<file path="config.mk">
export PLATFORM = sky130hd
export DESIGN_NAME = ps2_key_event_queue
export DESIGN_NICKNAME = d
export VERILOG_FILES = /design/src/rtl/ps2_key_event_queue.sv
export SDC_FILE = /design/constraint.sdc
export NUM_CORES = 2
export LEC_CHECK = 0
export ABC_AREA = 1
export CAP_MARGIN = 20
export CORE_MARGIN = 2
export CORE_UTILIZATION = 50
export CTS_CLUSTER_SIZE = 30
export DETAILED_ROUTE_END_ITERATION = 8
export PLACE_DENSITY = 0.79
export SLEW_MARGIN = 25
export SYNTH_ARGS = -nofsm -noshare
export SYNTH_HDL_FRONTEND = slang
export SYNTH_SLANG_ARGS = --single-unit
export TNS_END_PERCENT = 20
</file>
<file path="constraint.sdc">
create_clock -name clk -period 19.3 [get_ports clk]
set_input_delay 3.86 -clock clk [delete_from_list [all_inputs] [get_ports clk]]
set_output_delay 3.86 -clock clk [all_outputs]
set_load 0.005 [all_outputs]
</file>
<file path="src/rtl/ps2_key_event_queue.sv">
// PS/2 scancode decoder and key-event queue.
// Turns the raw receiver byte stream (E0/F0/E1 prefixes) into press/release
// events, tracks held keys, and buffers events in a show-ahead FIFO.
module ps2_key_event_queue #(
  parameter int FIFO_DEPTH      = 8,
  parameter bit SUPPRESS_REPEAT = 1'b1,
  parameter bit IGNORE_CTRL     = 1'b1
) (
  input  logic                          clk,
  input  logic                          reset,
  input  logic [7:0]                    rx_data,
  input  logic                          rx_valid,
  input  logic                          rx_overflow,
  output logic [9:0]                    evt_data,
  output logic                          evt_valid,
  input  logic                          evt_ready,
  output logic [$clog2(FIFO_DEPTH):0]   evt_count,
  output logic                          drop_flag,
  input  logic                          drop_clr,
  output logic [8:0]                    keys_down,
  output logic [31:0]                   cur_key
);

  localparam int AW = $clog2(FIFO_DEPTH);
  localparam int CW = AW + 1;

  typedef enum logic [2:0] {S_IDLE, S_EXT, S_REL, S_EXT_REL, S_PAUSE} state_t;

  state_t        r_state, w_state_next;
  logic [2:0]    r_skip, w_skip_next;
  logic [511:0]  r_held;
  logic [8:0]    r_keys_down;
  logic [31:0]   r_cur_key;
  logic          r_drop_flag;
  logic [9:0]    r_mem [FIFO_DEPTH];
  logic [AW-1:0] r_wr_ptr, r_rd_ptr;
  logic [CW-1:0] r_count;

  logic          w_emit, w_rel, w_ext, w_pause, w_ctrl;
  logic [7:0]    w_code;
  logic [8:0]    w_idx;
  logic          w_held_bit, w_suppress, w_accept, w_set, w_clr;
  logic          w_full, w_pop, w_write, w_drop;
  logic [31:0]   w_cur_key_next;

  // Link-level housekeeping bytes that never represent a key in IDLE.
  assign w_ctrl = IGNORE_CTRL && (rx_data inside {8'h00, 8'hAA, 8'hEE, 8'hFA, 8'hFE, 8'hFF});

  // Prefix decoder: next state, pause countdown and the decoded event.
  always_comb begin
    w_state_next = r_state;
    w_skip_next  = r_skip;
    w_emit       = 1'b0;
    w_rel        = 1'b0;
    w_ext        = 1'b0;
    w_pause      = 1'b0;
    w_code       = rx_data;
    if (rx_overflow) begin
      w_state_next = S_IDLE;
      w_skip_next  = 3'd0;
    end else if (rx_valid) begin
      case (r_state)
        S_IDLE: begin
          if (rx_data == 8'hE0) w_state_next = S_EXT;
          else if (rx_data == 8'hF0) w_state_next = S_REL;
          else if (rx_data == 8'hE1) begin
            w_state_next = S_PAUSE;
            w_skip_next  = 3'd7;
          end else if (!w_ctrl) w_emit = 1'b1;
        end
        S_EXT: begin
          if (rx_data == 8'hF0) w_state_next = S_EXT_REL;
          else if (rx_data == 8'hE0) w_state_next = S_EXT;
          else if (rx_data == 8'hE1) begin
            w_state_next = S_PAUSE;
            w_skip_next  = 3'd7;
          end else begin
            w_emit       = 1'b1;
            w_ext        = 1'b1;
            w_state_next = S_IDLE;
          end
        end
        S_REL: begin
          w_emit       = 1'b1;
          w_rel        = 1'b1;
          w_state_next = S_IDLE;
        end
        S_EXT_REL: begin
          w_emit       = 1'b1;
          w_rel        = 1'b1;
          w_ext        = 1'b1;
          w_state_next = S_IDLE;
        end
        S_PAUSE: begin
          w_skip_next = 3'(r_skip - 3'd1);
          if (r_skip <= 3'd1) begin
            w_emit       = 1'b1;
            w_ext        = 1'b1;
            w_pause      = 1'b1;
            w_code       = 8'h77;
            w_skip_next  = 3'd0;
            w_state_next = S_IDLE;
          end
        end
        default: w_state_next = S_IDLE;
      endcase
    end
  end

  // Pause is a pseudo-key: always queued, never tracked in the bitmap.
  assign w_idx      = {w_ext, w_code};
  assign w_held_bit = r_held[w_idx];
  assign w_suppress = SUPPRESS_REPEAT && w_emit && !w_rel && !w_pause && w_held_bit;
  assign w_accept   = w_emit && !w_suppress;
  assign w_set      = w_emit && !w_rel && !w_pause && !w_held_bit;
  assign w_clr      = w_emit && w_rel && w_held_bit;

  assign w_full  = (r_count == CW'(FIFO_DEPTH));
  assign w_pop   = (r_count != '0) && evt_ready;
  assign w_write = w_accept && (!w_full || w_pop);
  assign w_drop  = w_accept && w_full && !w_pop;

  // Legacy last-key word encodes prefixes the way the keyboard sent them.
  always_comb begin
    case ({w_ext, w_rel})
      2'b00:   w_cur_key_next = {24'h000000, w_code};
      2'b01:   w_cur_key_next = {16'h0000, 8'hF0, w_code};
      2'b10:   w_cur_key_next = {16'h0000, 8'hE0, w_code};
      default: w_cur_key_next = {8'h00, 8'hE0, 8'hF0, w_code};
    endcase
  end

  // Decoder state, held-key bitmap, key counter and legacy word.
  always_ff @(posedge clk or posedge reset) begin
    if (reset) begin
      r_state     <= S_IDLE;
      r_skip      <= 3'd0;
      r_held      <= '0;
      r_keys_down <= 9'd0;
      r_cur_key   <= 32'h0000F01B;
      r_drop_flag <= 1'b0;
    end else begin
      r_state <= w_state_next;
      r_skip  <= w_skip_next;
      if (w_set) begin
        r_held[w_idx] <= 1'b1;
        if (r_keys_down != 9'h1FF) r_keys_down <= r_keys_down + 9'd1;
      end else if (w_clr) begin
        r_held[w_idx] <= 1'b0;
        if (r_keys_down != 9'd0) r_keys_down <= r_keys_down - 9'd1;
      end
      if (w_accept) r_cur_key <= w_cur_key_next;
      // A drop in the same cycle as a clear must remain visible.
      if (w_drop) r_drop_flag <= 1'b1;
      else if (drop_clr) r_drop_flag <= 1'b0;
    end
  end

  // FIFO pointers and occupancy; pointers wrap naturally (power-of-two depth).
  always_ff @(posedge clk or posedge reset) begin
    if (reset) begin
      r_wr_ptr <= '0;
      r_rd_ptr <= '0;
      r_count  <= '0;
    end else begin
      if (w_write) r_wr_ptr <= r_wr_ptr + 1'b1;
      if (w_pop)   r_rd_ptr <= r_rd_ptr + 1'b1;
      case ({w_write, w_pop})
        2'b10:   r_count <= r_count + 1'b1;
        2'b01:   r_count <= r_count - 1'b1;
        default: r_count <= r_count;
      endcase
    end
  end

  // Event storage; contents are only meaningful behind r_count.
  always_ff @(posedge clk) begin
    if (w_write) r_mem[r_wr_ptr] <= {w_rel, w_ext, w_code};
  end

  assign evt_valid = (r_count != '0);
  assign evt_data  = evt_valid ? r_mem[r_rd_ptr] : 10'd0;
  assign evt_count = r_count;
  assign drop_flag = r_drop_flag;
  assign keys_down = r_keys_down;
  assign cur_key   = r_cur_key;

endmodule

</file>
Word-level counts from Yosys, hierarchy flattened

Memories as Yosys holds them, arrays and structs flattened.
Index checks and enable logic that the tools add are counted.

Register bits: 570
Memories: 1
RAM bits: 80
Word-level logic and storage cells: 143

Memories:

| memory | depth | width | rd ports | clocked after memory_dff | write ports | RTL line | RTL |
|---|---|---|---|---|---|---|---|
| r_mem  | 8     | 10    | 1        | 0                        | 1           | 35       | `logic [9:0] r_mem [FIFO_DEPTH];` |

Reductions and logical operators: 35
Eq/ne operators: 25
Mux-type cells: 60
Magnitude comparators: 3
$add $sub $neg: 7
Bitwise gates (word level): 3

Operators with widths:

| cell                                                 | number |
|---|---|
| two-way mux 512 bit                                  | 2 |
| AND 512 bit                                          | 1 |
| inverter 512 bit                                     | 1 |
| bitwise OR 512 bit                                   | 1 |
| case mux 24 bit (3 select lines)                     | 1 |
| equality test 8 bit (second input constant)          | 8 |
| two-way mux 3 bit                                    | 17 |
| two-way mux 9 bit                                    | 4 |
| two-way mux 8 bit                                    | 4 |
| two-way mux 1 bit                                    | 24 |
| case mux 3 bit (3 select lines)                      | 2 |
| inequality test 3 bit (second input constant)        | 5 |
| logical AND 1 bit                                    | 12 |
| < comparator 9 x 10 -> 1 bit (second input constant) | 1 |
| two-way mux 10 bit                                   | 1 |
| nonzero test 2 bit                                   | 5 |
| adder 9 x 1 -> 9 bit (second input constant)         | 1 |
| binary-select mux 1 bit (select 9 bit)               | 1 |
| demux 1 bit (select 9 bit)                           | 1 |
| >= comparator 9 x 1 -> 1 bit (second input constant) | 1 |
| inequality test 9 bit (second input constant)        | 1 |
| nonzero test 9 bit                                   | 1 |
| subtractor 9 x 1 -> 9 bit (second input constant)    | 1 |
| logical NOT 8 bit                                    | 1 |
| other kinds (25)                                     | 36 |

Longest topological paths before layout

Word-level depth: 17
Depth in mapped cells: 40
Mapped depth without buffers: 35

Worst setup path before layout

OpenSTA, ideal clock, no wires.

Path type: input port to flip-flop
Start: input rx_valid
End: register r_keys_down[8], in the netlist keys_down[8]
Stages: 32
Setup time: 0.116 ns
Required time: 19.184 ns
Data arrival time: 7.817 ns
Path slack: 11.366 ns
Cell sequence: inv_1 > nor2_1 > nand3_2 > buf_2 > nand2_1 > nor2_1 > inv_1 > clkbuf_1 > nor2_1 > nor2_1 > nand3_1 > nand3_1 > nand3_2 > nand3_1 > buf_2 > clkbuf_1 > clkbuf_1 > ha_1 > a21oi_1 > o21ai_0 > a21oi_1 > nor2_1 > nor2_1 > inv_1 > a21oi_1 > inv_1 > a21oi_1 > inv_1 > nand2_1 > nand2_1 > nand2_1 > nand2_1

Word-level cells in the longest chain between the ends: 8
Elaborated cells between the ends (all ways): 25
Classes of those cells: eq/ne: 1; mux: 13; reduce/logical: 11

Ends and longest elaborated chain:

| element                                                                               | RTL line | RTL |
|---|---|---|
| from (decl)                                                                           | 12       | `input logic rx_valid,` |
| two-way mux 8 bit *                                                                   | 61       | `end else if (rx_valid) begin` |
| two-way mux 8 bit *                                                                   | 58       | `if (rx_overflow) begin` |
| via w_code[5]                                                                         | 40       | `logic [7:0] w_code;` |
| binary-select mux 1 bit (select 9 bit) *                                              | 112      | `assign w_held_bit = r_held[w_idx];` |
| two-way mux 1 bit (implied by the code) *                                             | 112      |  |
| logical NOT 1 bit                                                                     | 115      | `assign w_set = w_emit && !w_rel && !w_pause && !w_held_bit;` |
| logical AND 1 bit                                                                     | 115      |  |
| inequality test 2 x 1 -> 1 bit (no line) / nonzero test 2 bit (equally long branches) | -        |  |
| AND reduction 3 bit (no line)                                                         | -        |  |
| to (signal assigned)                                                                  | 147      | `if (r_keys_down != 9'h1FF) r_keys_down <= r_keys_down + 9'd1;` |
| to (signal assigned)                                                                  | 150      | `if (r_keys_down != 9'd0) r_keys_down <= r_keys_down - 9'd1;` |
| to (decl)                                                                             | 32       | `logic [8:0] r_keys_down;` |

The timed path passes the listed nets; every way through them passes the cells marked *. The select of a mux whose other input is x is not followed.
A chain may end at the register's enable or synchronous reset.

==> flow_summary_export.csv <==
group,metric,value,unit
global_routing,overflow,0,
logic_synthesis,netlist-cell-type-count,41,
die,ios,71,
worst_setup_path,crit_top_cell,"nand2_1",
clocking,cts.sinks,629,
worst_setup_path,worst_path_dominant_cell_family,"buffers and inverters",
die,fp.dieW,264.4,um
sta,fin_setup_tns,0,ns
finish,ff_latch_area,16150,um^2
drt,drt-initial-drc-count,4965,
die,start_util,0.5050,
worst_setup_path,startpoint_type,"input pin",
finish,nNetsFinal,4391,
logic_synthesis,synthCells,4510,
die,design.core.area,67160,um^2
clocking,clk_pin_slew,0.06,ns
power,p_int,2.441,mW
drt,drt-vias-per-instance,6.097,
sta,finalSetupViolations,0,
run_status,status,"finished clean",
worst_setup_path,worstPathBufferInverterCount,8,
drt,wire_per_inst,21.33,um
finish,drive_gt1_frac,0.06229,
flow_run,cap_viol_max_count,0,
clocking,cts.path.max_buffers,3,
power,peakVddDrop,64.17,uV
worst_hold_path,hold_class,"flip-flop to flip-flop",
drt,routed_wl,112.9,mm
finish,n_fill_cell,6013,
sta,slew-limit-headroom,0.2336,
die,rows,95,
logic_synthesis,ys_seq_area_frac,0.4761,
power,clkPwrFrac,0.374,
placed_design,dpl.hpwl,61.07,mm
worst_setup_path,worstPathMaxFanout,142,
logic_synthesis,ys_warn_count,0,
worst_setup_path,criticalPathCategory,"input pin to flip-flop",
sta,min_period,12.15,ns
power,p_sw,1.195,mW
worst_setup_path,end_kind,"flip-flop",
drt,drc,0,
power,combPwrFrac,0.233,
global_routing,grt_pass1_vias,29970,
sta,drv_slew,0,
worst_setup_path,cpPeakStageDelay,1.04,ns
clocking,ctsHtreeMaxLevel,3,
clocking,clkLatencyLatePin,0.63,ns
finish,design_area,36900,um^2
finish,syn2layout_area_growth,8.810,%
drt,first_pass_iters,9,
global_routing,grt_antenna_before_repair,5,
worst_setup_path,required,19.82,ns
finish,layout_common_cells,"nand2_1 (1291), dfrtp_1 (543), o21ai_0 (524), inv_1 (424), nand3_1 (276)",
sta,fmax,0.08227,GHz
power,p_seq_frac,0.394,
die,die_h,264.4,um
sta,tightestPinTransition,1.148,ns
worst_setup_path,crit_chain,"clkdlybuf4s50_1, inv_1, nor2_1, nand3_4, buf_4, nand2_2, buf_4, inv_2, buf_4, nand2_1, nand3_1, nand2_1, nand2_1, o21ai_0, nand3_1, nand3_1, nand3_2, nand3_4, nand2_4, buf_12, nand2_1, clkinv_1, a21oi_1",
drt,via_count,32260,
placed_design,portBuffers,53,
clocking,cts_tree,"done",
logic_synthesis,ys_ff_latch,629,
drt,ant_nets,0,
power,p_sw_frac,0.3287,
logic_synthesis,avgSynthCellArea,7.520,um^2
placed_design,gp_congestion,0.9327,
logic_synthesis,mappedNetlistArea,33910,um^2
sta,rsz0062_at_grt,"false",
sta,hold_violations,0,
global_routing,grt_start_max_net_pins,155,
clocking,hold_buffers,0,
clocking,cts_resized,0,
sta,fin_skew,0.02378,ns
sta,period_share,0.6298,
finish,final_common_cell,"nand2_1",
finish,multi_input_area,14480,um^2
clocking,cts_setup_buffers,0,
global_routing,grt_pass1_wl,173.4,mm
global_routing,gr-usage-all-layers,0.3171,
power,leakage,17.84,nW
power,cellPowerDensity,98.53,nW/um^2
clocking,root_buffer,"clkbuf_16",
worst_setup_path,worst_ep_arrival_time,12.67,ns
placed_design,placed_cell_area,34540,um^2
worst_setup_path,critPathSlowestCell,"clkinv_1",
die,die_area,69930,um^2
clocking,cts_buffers,68,
## per-layer routing
metal  routed length [um]  global-route usage
met1                42070              0.4154
met2                48340              0.4741
met3                15920             0.08918
met4                 6511              0.1780
met5                   30            0.005544
## power by group through the flow
stage / logic [mW] / clock network (mW) / registers (mW)
after floorplan: 0.548 / 0 / 1.44
after global placement: 0.806 / 0 / 1.45
after detailed placement: 0.818 / 0 / 1.45
after CTS: 0.823 / 1.36 / 1.43
after global routing: 0.922 / 1.42 / 1.44
final: 0.847 / 1.36 / 1.43
## synth_stat cells
cell type	number	area, um^2
a31oi_1	12	75.07
nand2_1	1304	4895
dfrtp_1	543	13590
nor4_1	4	25.02
o21a_1	5	37.54
o21ai_1	177	885.9
or2_0	5	31.28
nand4_1	262	1639
buf_2	107	535.5
nor3_1	6	30.03
clkbuf_1	164	615.6
nand3_1	277	1386
a211oi_1	1	7.510
nor3_4	1	16.27
or2_2	23	143.9
xor2_1	10	87.58
clkinv_1	20	75.07
nor2_2	4	25.02
o41ai_1	1	8.760
conb_1	1	3.750
nor2_1	267	1002
clkbuf_2	9	45.04
buf_4	50	375.4
nand3b_1	77	578.1
edfxtp_1	80	2402
fa_1	2	40.04
xnor2_1	3	26.28
buf_1	14	52.55
inv_2	16	60.06
nand2_2	5	31.28
dfstp_2	6	157.7
nand3_2	4	40.04
o22ai_1	37	231.5
inv_1	426	1599
a41oi_1	1	8.760
o211ai_1	4	30.03
o2111ai_1	1	8.760
o21ai_0	524	2623
ha_1	14	175.2
buf_6	16	180.2
a21oi_1	27	135.1
## worst register-to-register path, cell delays in order, from the launching register on
cell      delay, ns
dfrtp_1        0.38
inv_1          0.09
ha_1           0.14
nand2_1        0.05
nand2_1        0.18
nand3_4        0.30
buf_4          0.55
nand2_2        0.17
buf_4          0.69
inv_2          0.43
buf_4          0.45
nand2_1        0.14
nand3_1        0.08
nand2_1        0.07
nand2_1        0.05
o21ai_0        0.62
nand3_1        0.15
nand3_1        0.16
nand3_2        0.17
nand3_4        0.50
nand2_4        0.54
buf_12         0.47
nand2_1        0.91
clkinv_1       1.04
a21oi_1        0.44
## stage by stage
stage | hold slack (ns) | worst slack, ns | std cells | util | power [mW]
detailed placement | 0.4595 | 6.903 | 5162 | 0.5143 | 2.273
floorplan | 0.4405 | 0.1010 | 4526 | - | 1.992
global placement | 0.4533 | 6.978 | 5162 | 0.5140 | 2.259
CTS | 0.4730 | 7.496 | 5286 | 0.5482 | 3.613
finish | 0.4713 | 7.146 | 5291 | 0.5495 | 3.636
global route | 0.4794 | 7.062 | 5289 | 0.5494 | 3.774
## final cells by class
cell class                      count  share of cell area
Antenna cell                        3           0.0002034
Clock buffer                       93             0.05164
Clock inverter                     31             0.01007
Inverter                          462             0.04740
Multi-Input combinational cell   3075              0.3924
Sequential cell                   629              0.4376
Tap cell                          873             0.02960
Timing Repair Buffer              125             0.03113
## worst paths after layout
check	startpoint	end	slack [ns]	cells past startpoint
worst max-delay path	rx_valid	flip-flop	7.15	23
worst min-delay path	flip-flop	flip-flop	0.47	2
worst max register to register	r_skip[1]	flip-flop	10.46	24
worst min register to register	flip-flop	flip-flop	0.47	2
max in group asynchronous	reset	async pin	13.38	5
min in group asynchronous	reset	r_skip[1]	3.76	2
## cell families after synthesis
group,after synthesis,share of synthesized area
buf+inv,822,0.1043
other cells,1,0.0001106
xor+xnor,13,0.003357
fa+ha+maj,16,0.006346
simple gates,2239,0.2902
flops,629,0.4761
compound gates,790,0.1195
Power figures use the tool's default switching activity.
